==> config.mk <==
export PLATFORM = sky130hd
export DESIGN_NAME = alu_issue_queue
export DESIGN_NICKNAME = d
export VERILOG_FILES = /design/src/rtl/alu_issue_pkg.sv /design/src/rtl/alu_cmd_fifo.sv /design/src/rtl/alu_issue_queue.sv
export SDC_FILE = /design/constraint.sdc
export NUM_CORES = 1
export LEC_CHECK = 0
export CELL_PAD_IN_SITES_DETAIL_PLACEMENT = 1
export CELL_PAD_IN_SITES_GLOBAL_PLACEMENT = 2
export CORE_ASPECT_RATIO = 1.4
export CORE_UTILIZATION = 37
export DETAILED_ROUTE_END_ITERATION = 8
export PLACE_DENSITY = 0.8
export SLEW_MARGIN = 5
export SYNTH_ARGS = -nofsm -noshare
export SYNTH_HDL_FRONTEND = slang
export SYNTH_SLANG_ARGS = --single-unit
==> constraint.sdc <==
create_clock -name clk -period 2.1 [get_ports clk]
set_clock_uncertainty 0.2 [all_clocks]
set_input_delay 0.21 -clock clk [delete_from_list [all_inputs] [get_ports clk]]
set_output_delay 0.21 -clock clk [all_outputs]
set_load 0.1 [all_outputs]
==> src/rtl/alu_issue_pkg.sv <==
// Shared widths, FSM state encoding and command-entry layout for the ALU issue queue.
// ALU_ISSUE_CHAIN_EN adds a chain flag to each stored command entry.
package alu_issue_pkg;

  localparam int DATA_W = 8;
  localparam int OP_W   = 4;

  typedef enum logic [1:0] {
    IDLE = 2'd0,
    WAIT = 2'd1,
    RESP = 2'd2
  } state_t;

  typedef struct packed {
`ifdef ALU_ISSUE_CHAIN_EN
    logic              chain;
`endif
    logic [OP_W-1:0]   op;
    logic [DATA_W-1:0] a;
    logic [DATA_W-1:0] b;
  } cmd_t;

endpackage

==> src/rtl/alu_cmd_fifo.sv <==
// Synchronous command FIFO; pushes while full and pops while empty are ignored.
// Read data is the registered head entry, so a same-cycle push into an empty FIFO is not poppable.
module alu_cmd_fifo #(
  parameter int WIDTH = 20,
  parameter int DEPTH = 4
) (
  input  logic             clk,
  input  logic             rst,
  input  logic             push,
  input  logic             pop,
  input  logic [WIDTH-1:0] wdata,
  output logic [WIDTH-1:0] rdata,
  output logic             full,
  output logic             empty
);

  localparam int AW = $clog2(DEPTH);
  localparam int CW = $clog2(DEPTH + 1);

  logic [WIDTH-1:0] mem [DEPTH];
  logic [AW-1:0]    wr_ptr;
  logic [AW-1:0]    rd_ptr;
  logic [CW-1:0]    count;
  logic             do_push;
  logic             do_pop;

  assign full    = (count == CW'(DEPTH));
  assign empty   = (count == CW'(0));
  assign do_push = push && !full;
  assign do_pop  = pop && !empty;
  assign rdata   = mem[rd_ptr];

  // Pointers wrap naturally because DEPTH is a power of two.
  always_ff @(posedge clk or posedge rst) begin
    if (rst) begin
      wr_ptr <= '0;
      rd_ptr <= '0;
      count  <= '0;
    end else begin
      if (do_push) begin
        wr_ptr <= wr_ptr + AW'(1);
      end
      if (do_pop) begin
        rd_ptr <= rd_ptr + AW'(1);
      end
      case ({do_push, do_pop})
        2'b10:   count <= count + CW'(1);
        2'b01:   count <= count - CW'(1);
        default: count <= count;
      endcase
    end
  end

  always_ff @(posedge clk) begin
    if (do_push) begin
      mem[wr_ptr] <= wdata;
    end
  end

endmodule

==> src/rtl/alu_issue_queue.sv <==
// Command buffer and issue sequencer in front of a fixed-latency 8-bit ALU.
// Optional build macro ALU_ISSUE_CHAIN_EN: chained commands take operand A from the last result.
module alu_issue_queue
  import alu_issue_pkg::*;
#(
  parameter int DEPTH   = 4,
  parameter int ALU_LAT = 1
) (
  input  logic              clk,
  input  logic              rst,
  input  logic              cmd_valid,
  output logic              cmd_ready,
  input  logic [OP_W-1:0]   cmd_op,
  input  logic [DATA_W-1:0] cmd_a,
  input  logic [DATA_W-1:0] cmd_b,
  input  logic              cmd_chain,
  output logic [DATA_W-1:0] alu_in1,
  output logic [DATA_W-1:0] alu_in2,
  output logic [OP_W-1:0]   alu_op,
  input  logic [DATA_W-1:0] alu_out,
  output logic              res_valid,
  input  logic              res_ready,
  output logic [DATA_W-1:0] res_data,
  output logic [OP_W-1:0]   res_op
);

  localparam int CNT_W = $clog2(ALU_LAT + 1);

  state_t            state;
  state_t            state_nxt;
  cmd_t              push_entry;
  cmd_t              head;
  logic              full;
  logic              empty;
  logic              pop;
  logic              capture;
  logic [CNT_W-1:0]  cnt;
  logic [DATA_W-1:0] issue_a;

  always_comb begin
    push_entry    = '0;
    push_entry.op = cmd_op;
    push_entry.a  = cmd_a;
    push_entry.b  = cmd_b;
`ifdef ALU_ISSUE_CHAIN_EN
    push_entry.chain = cmd_chain;
`endif
  end

  alu_cmd_fifo #(
    .WIDTH ($bits(cmd_t)),
    .DEPTH (DEPTH)
  ) u_fifo (
    .clk   (clk),
    .rst   (rst),
    .push  (cmd_valid),
    .pop   (pop),
    .wdata (push_entry),
    .rdata (head),
    .full  (full),
    .empty (empty)
  );

  assign cmd_ready = !full;

`ifdef ALU_ISSUE_CHAIN_EN
  logic [DATA_W-1:0] acc;

  assign issue_a = head.chain ? acc : head.a;

  always_ff @(posedge clk or posedge rst) begin
    if (rst) begin
      acc <= '0;
    end else if (capture) begin
      acc <= alu_out;
    end
  end
`else
  logic unused_chain;

  assign unused_chain = cmd_chain;
  assign issue_a      = head.a;
`endif

  always_ff @(posedge clk or posedge rst) begin
    if (rst) begin
      state <= IDLE;
    end else begin
      state <= state_nxt;
    end
  end

  // A result waiting in RESP blocks the next issue until it is handed off.
  always_comb begin
    state_nxt = state;
    pop       = 1'b0;
    capture   = 1'b0;
    case (state)
      IDLE: begin
        if (!empty) begin
          pop       = 1'b1;
          state_nxt = WAIT;
        end else begin
          state_nxt = IDLE;
        end
      end
      WAIT: begin
        if (cnt == CNT_W'(ALU_LAT)) begin
          capture   = 1'b1;
          state_nxt = RESP;
        end else begin
          state_nxt = WAIT;
        end
      end
      RESP: begin
        if (res_ready) begin
          if (!empty) begin
            pop       = 1'b1;
            state_nxt = WAIT;
          end else begin
            state_nxt = IDLE;
          end
        end else begin
          state_nxt = RESP;
        end
      end
      default: begin
        state_nxt = IDLE;
      end
    endcase
  end

  always_ff @(posedge clk or posedge rst) begin
    if (rst) begin
      alu_in1 <= '0;
      alu_in2 <= '0;
      alu_op  <= '0;
      cnt     <= '0;
    end else if (pop) begin
      alu_in1 <= issue_a;
      alu_in2 <= head.b;
      alu_op  <= head.op;
      cnt     <= '0;
    end else if (state == WAIT && !capture) begin
      cnt <= cnt + CNT_W'(1);
    end
  end

  // alu_op still holds the issued opcode at capture time.
  always_ff @(posedge clk or posedge rst) begin
    if (rst) begin
      res_valid <= 1'b0;
      res_data  <= '0;
      res_op    <= '0;
    end else if (capture) begin
      res_valid <= 1'b1;
      res_data  <= alu_out;
      res_op    <= alu_op;
    end else if (state == RESP && res_ready) begin
      res_valid <= 1'b0;
    end
  end

endmodule

==> qor.tcl <==
set qor(slew_headroom_pct) 71.7
set qor(status) {finished with violations}
set qor(postSynth.asyncResetShare_pct) 35.0
set qor(report.final.hold_viol_count) 0
set qor(worst-slew-pin-transition_ns) 0.424
set qor(mappedNetlistNets) 265
set qor(placeableCoreArea_um2) 12400
set qor(clock_tree.buffer_depth) 2
set qor(post-cts-setup-buffer-count) 0
set qor(chipHeight_um) 136
set qor(min-delay-path-class) {in2reg}
set qor(drt-pass1-iter-count) 8
set qor(grt_setup_unrepaired) {yes}
set qor(grt_start_max_net_pins) 44
set qor(crit_path_cell_trace) {or3b_4 -> nand2_8 -> ha_4 -> inv_2 -> fa_2 -> xor2_1 -> nor2_1 -> xor2_1}
set qor(final_cell_utilization_of_the_core_pct) 50.7
set qor(initial_utilization_pct) 38.2
set qor(final_period_minus_worst_setup_slack_ns) 2.14
set qor(critPathMaxStageDelay_ns) 0.44
set qor(via_per_instance_ratio) 4.81
set qor(dp_hpwl_mm) 5.89
set qor(fp.dieArea_um2) 13300
set qor(number_of_enable_type_register_cells_in_the_synthesized_netlist) 80
set qor(antenna_diode_count) 0
set qor(antenna_violations_before_repair) 0
set qor(final_cell_mix) {sky130_fd_sc_hd__edfxtp_1, sky130_fd_sc_hd__buf_4, sky130_fd_sc_hd__dfrtp_1}
set qor(synth_sequential_area_ratio_pct) 73.2
set qor(slew_violations) 0
set qor(cap_viol_max_count) 0
set qor(grt_pass1_wl_mm) 14.7
set qor(critPathRequiredTime_ns) 2.22
set qor(worst-path-max-fanout) 2
set qor(fraction_of_final_layout_cells_sized_beyond_drive_strength_1_pct) 41.1
set qor(mostFrequentLayoutCell) {sky130_fd_sc_hd__edfxtp_1}
set qor(clock-sinks) 123
set qor(pre_cts_slack_ns) -0.273
set qor(setup-violations-final) 1
set qor(worst_path_most_repeated_cell) {sky130_fd_sc_hd__xor2_1}
set qor(cts.root.buffer_cell) {sky130_fd_sc_hd__clkbuf_16}
set qor(violations) {DRC, setup timing}
set qor(seq_area_um2) 3480
set qor(synth_top_area_share_pct) 50.6
set qor(dr.first_iter.drc_count) 84
set qor(final_antenna_net_count) 0
set qor(routedWlPerCell_um) 18.4
set qor(vias_in_the_first_global_route) 2708
set qor(yosys.area.top_type) {sky130_fd_sc_hd__edfxtp_1}
set qor(crit_type) {reg2reg}
set qor(place_congestion) 0.675
set qor(grt_overflow_total) 0
set qor(worstSkewPairLatency_ns) 0.40
set qor(clock_tree_from_tritoncts) {built}
set qor(synthCells) 226
set qor(fp-row-count) 48
set qor(average_size_of_a_mapped_cell_um2) 21.0
set qor(ys_seq_elements) 123
set qor(worst_ep_arrival_time_ns) 2.26
set qor(sort_of_element_at_the_start_of_the_critical_path) {flip-flop}
set qor(postRouteWirelength_mm) 8.98
set qor(dr_total_vias) 2346
set qor(remaining_drc_errors) 15
set qor(timing.fmax_mhz) 467
set qor(layout-area-overhead-vs-synth_pct) 32.6
set qor(clk_pin_slew_worst_paths_ns) 0.05
set qor(io_buf_count) 65
set qor(netlist_area_um2) 4750
set qor(postLayoutSetupSlackWorst_ns) -0.0393
set qor(die-width_um) 97.8
set qor(multi_input_area_um2) 1210
set qor(groute.usage.overall_pct) 15.2
set qor(htree_levels) 4
set qor(synth.top_cells.by_area) {sky130_fd_sc_hd__edfxtp_1, sky130_fd_sc_hd__dfrtp_1, sky130_fd_sc_hd__mux4_2, sky130_fd_sc_hd__mux2_4, sky130_fd_sc_hd__mux2_2}
set qor(ioPinCount) 67
set qor(fill_cells) 1143
set qor(synthFlopType) {sky130_fd_sc_hd__edfxtp_1}
set qor(min_period_over_period_pct) 102
set qor(critPathCaptureType) {flip-flop}
set qor(post_synth_num_cell_types) 28
set qor(final_net_count) 364
set qor(slowest_stage) {sky130_fd_sc_hd__or3b_4}
set qor(tritoncts.num_buffers) 17
set qor(yosysWarnings) 0
[through the flow]
stage | setup TNS, ns | hold WS [ns] | cell area [um^2] | cells
2_1_floorplan | -0.127 | 0.106 | 4800 | 226
3_3_place_gp | -2.88 | 0.288 | 5710 | 455
3_5_place_dp | -3.51 | 0.295 | 5710 | 455
4_1_cts | -0.0654 | 0.203 | 6300 | 488
5_1_grt | -0.151 | 0.218 | 6300 | 488
6_report | -0.0393 | 0.222 | 6300 | 488
[per-layer routing]
| metal | share of wire, % | wire length (um) | GRT usage [%] |
|---|---|---|---|
| met1 | 39 | 3540 | 16.9 |
| met2 | 54 | 4890 | 26.9 |
| met3 | 3.9 | 346 | 3.80 |
| met4 | 2.2 | 197 | 8.08 |
| met5 | 0 | 0 | 0 |
[worst max-delay path, delay by kind of cell (launching register included)]
kind | cells | cell delay [ns]
adders and majority gates | 2 | 0.46
and+or+nand+nor | 3 | 0.67
DFF | 1 | 0.38
buffers and inverters | 1 | 0.04
xor gates and xnor gates | 2 | 0.32
[flip-flops by register name (all words and copies together) (netlist names), 2 cells and up]
name / cells
alu_in2: 8
alu_in1: 8
res_op: 4
u_fifo.mem: 80
u_fifo.wr_ptr: 2
u_fifo.count: 3
state: 2
res_data: 8
alu_op: 4
u_fifo.rd_ptr: 2
[repair_timing]
| item | CTS | global route |
|---|---|---|
| setup endpoints to repair | 1 | 1 |
| resized for setup | 0 | 0 |
| endpoints found under the hold margin | 43 | 0 |
| pin swaps | 3 | 2 |
| hold buffers | 1 | 0 |
[synth_stat cells, types with 2 or more instances]
| cell type | number |
|---|---|
| sky130_fd_sc_hd__nand2_1 | 2 |
| sky130_fd_sc_hd__mux2_2 | 14 |
| sky130_fd_sc_hd__xor2_1 | 4 |
| sky130_fd_sc_hd__mux2_4 | 18 |
| sky130_fd_sc_hd__mux4_2 | 18 |
| sky130_fd_sc_hd__buf_6 | 4 |
| sky130_fd_sc_hd__nor2_1 | 4 |
| sky130_fd_sc_hd__xnor2_1 | 2 |
| sky130_fd_sc_hd__and2b_1 | 2 |
| sky130_fd_sc_hd__edfxtp_1 | 80 |
| sky130_fd_sc_hd__ha_1 | 5 |
| sky130_fd_sc_hd__dfrtp_1 | 43 |
| sky130_fd_sc_hd__a21oi_1 | 2 |
| sky130_fd_sc_hd__mux4_1 | 2 |
| sky130_fd_sc_hd__clkbuf_1 | 3 |
| sky130_fd_sc_hd__inv_1 | 8 |
| sky130_fd_sc_hd__and3_1 | 4 |
[kinds of logic after synthesis]
group,share of synthesized area (%)
AOI/OAI and AO/OA,0.527
xor gates and xnor gates,1.11
adders and majority gates,1.74
buffers and inverters,1.97
DFF,73.2
muxes,19.1
and+or+nand+nor,2.37
[worst paths after layout]
check	slack [ns]	cells after the start	start	endpoint
worst max-delay path	-0.04	8	u_fifo.count[0]	u_fifo.count[2]
worst min-delay path	0.22	2	alu_out[7]	res_data[7]
worst max register to register	-0.04	8	u_fifo.count[0]	u_fifo.count[2]
worst min register to register	0.30	1	res_data[6]	res_data[6]
max in group asynchronous	0.92	4	rst	alu_in2[7]
min in group asynchronous	0.56	4	rst	res_data[7]
[final cells by class]
type / count / area share, %
sequential: 123 / 55.2
multi-input combinational: 87 / 19.2
timing repair buffer: 88 / 12.9
clock buffer: 22 / 7.21
tap: 150 / 2.98
clock inverter: 10 / 1.97
inverter: 8 / 0.477
Power is not shown: default switching activity piles up to over one toggle a cycle in this logic, so the estimate is an artifact.
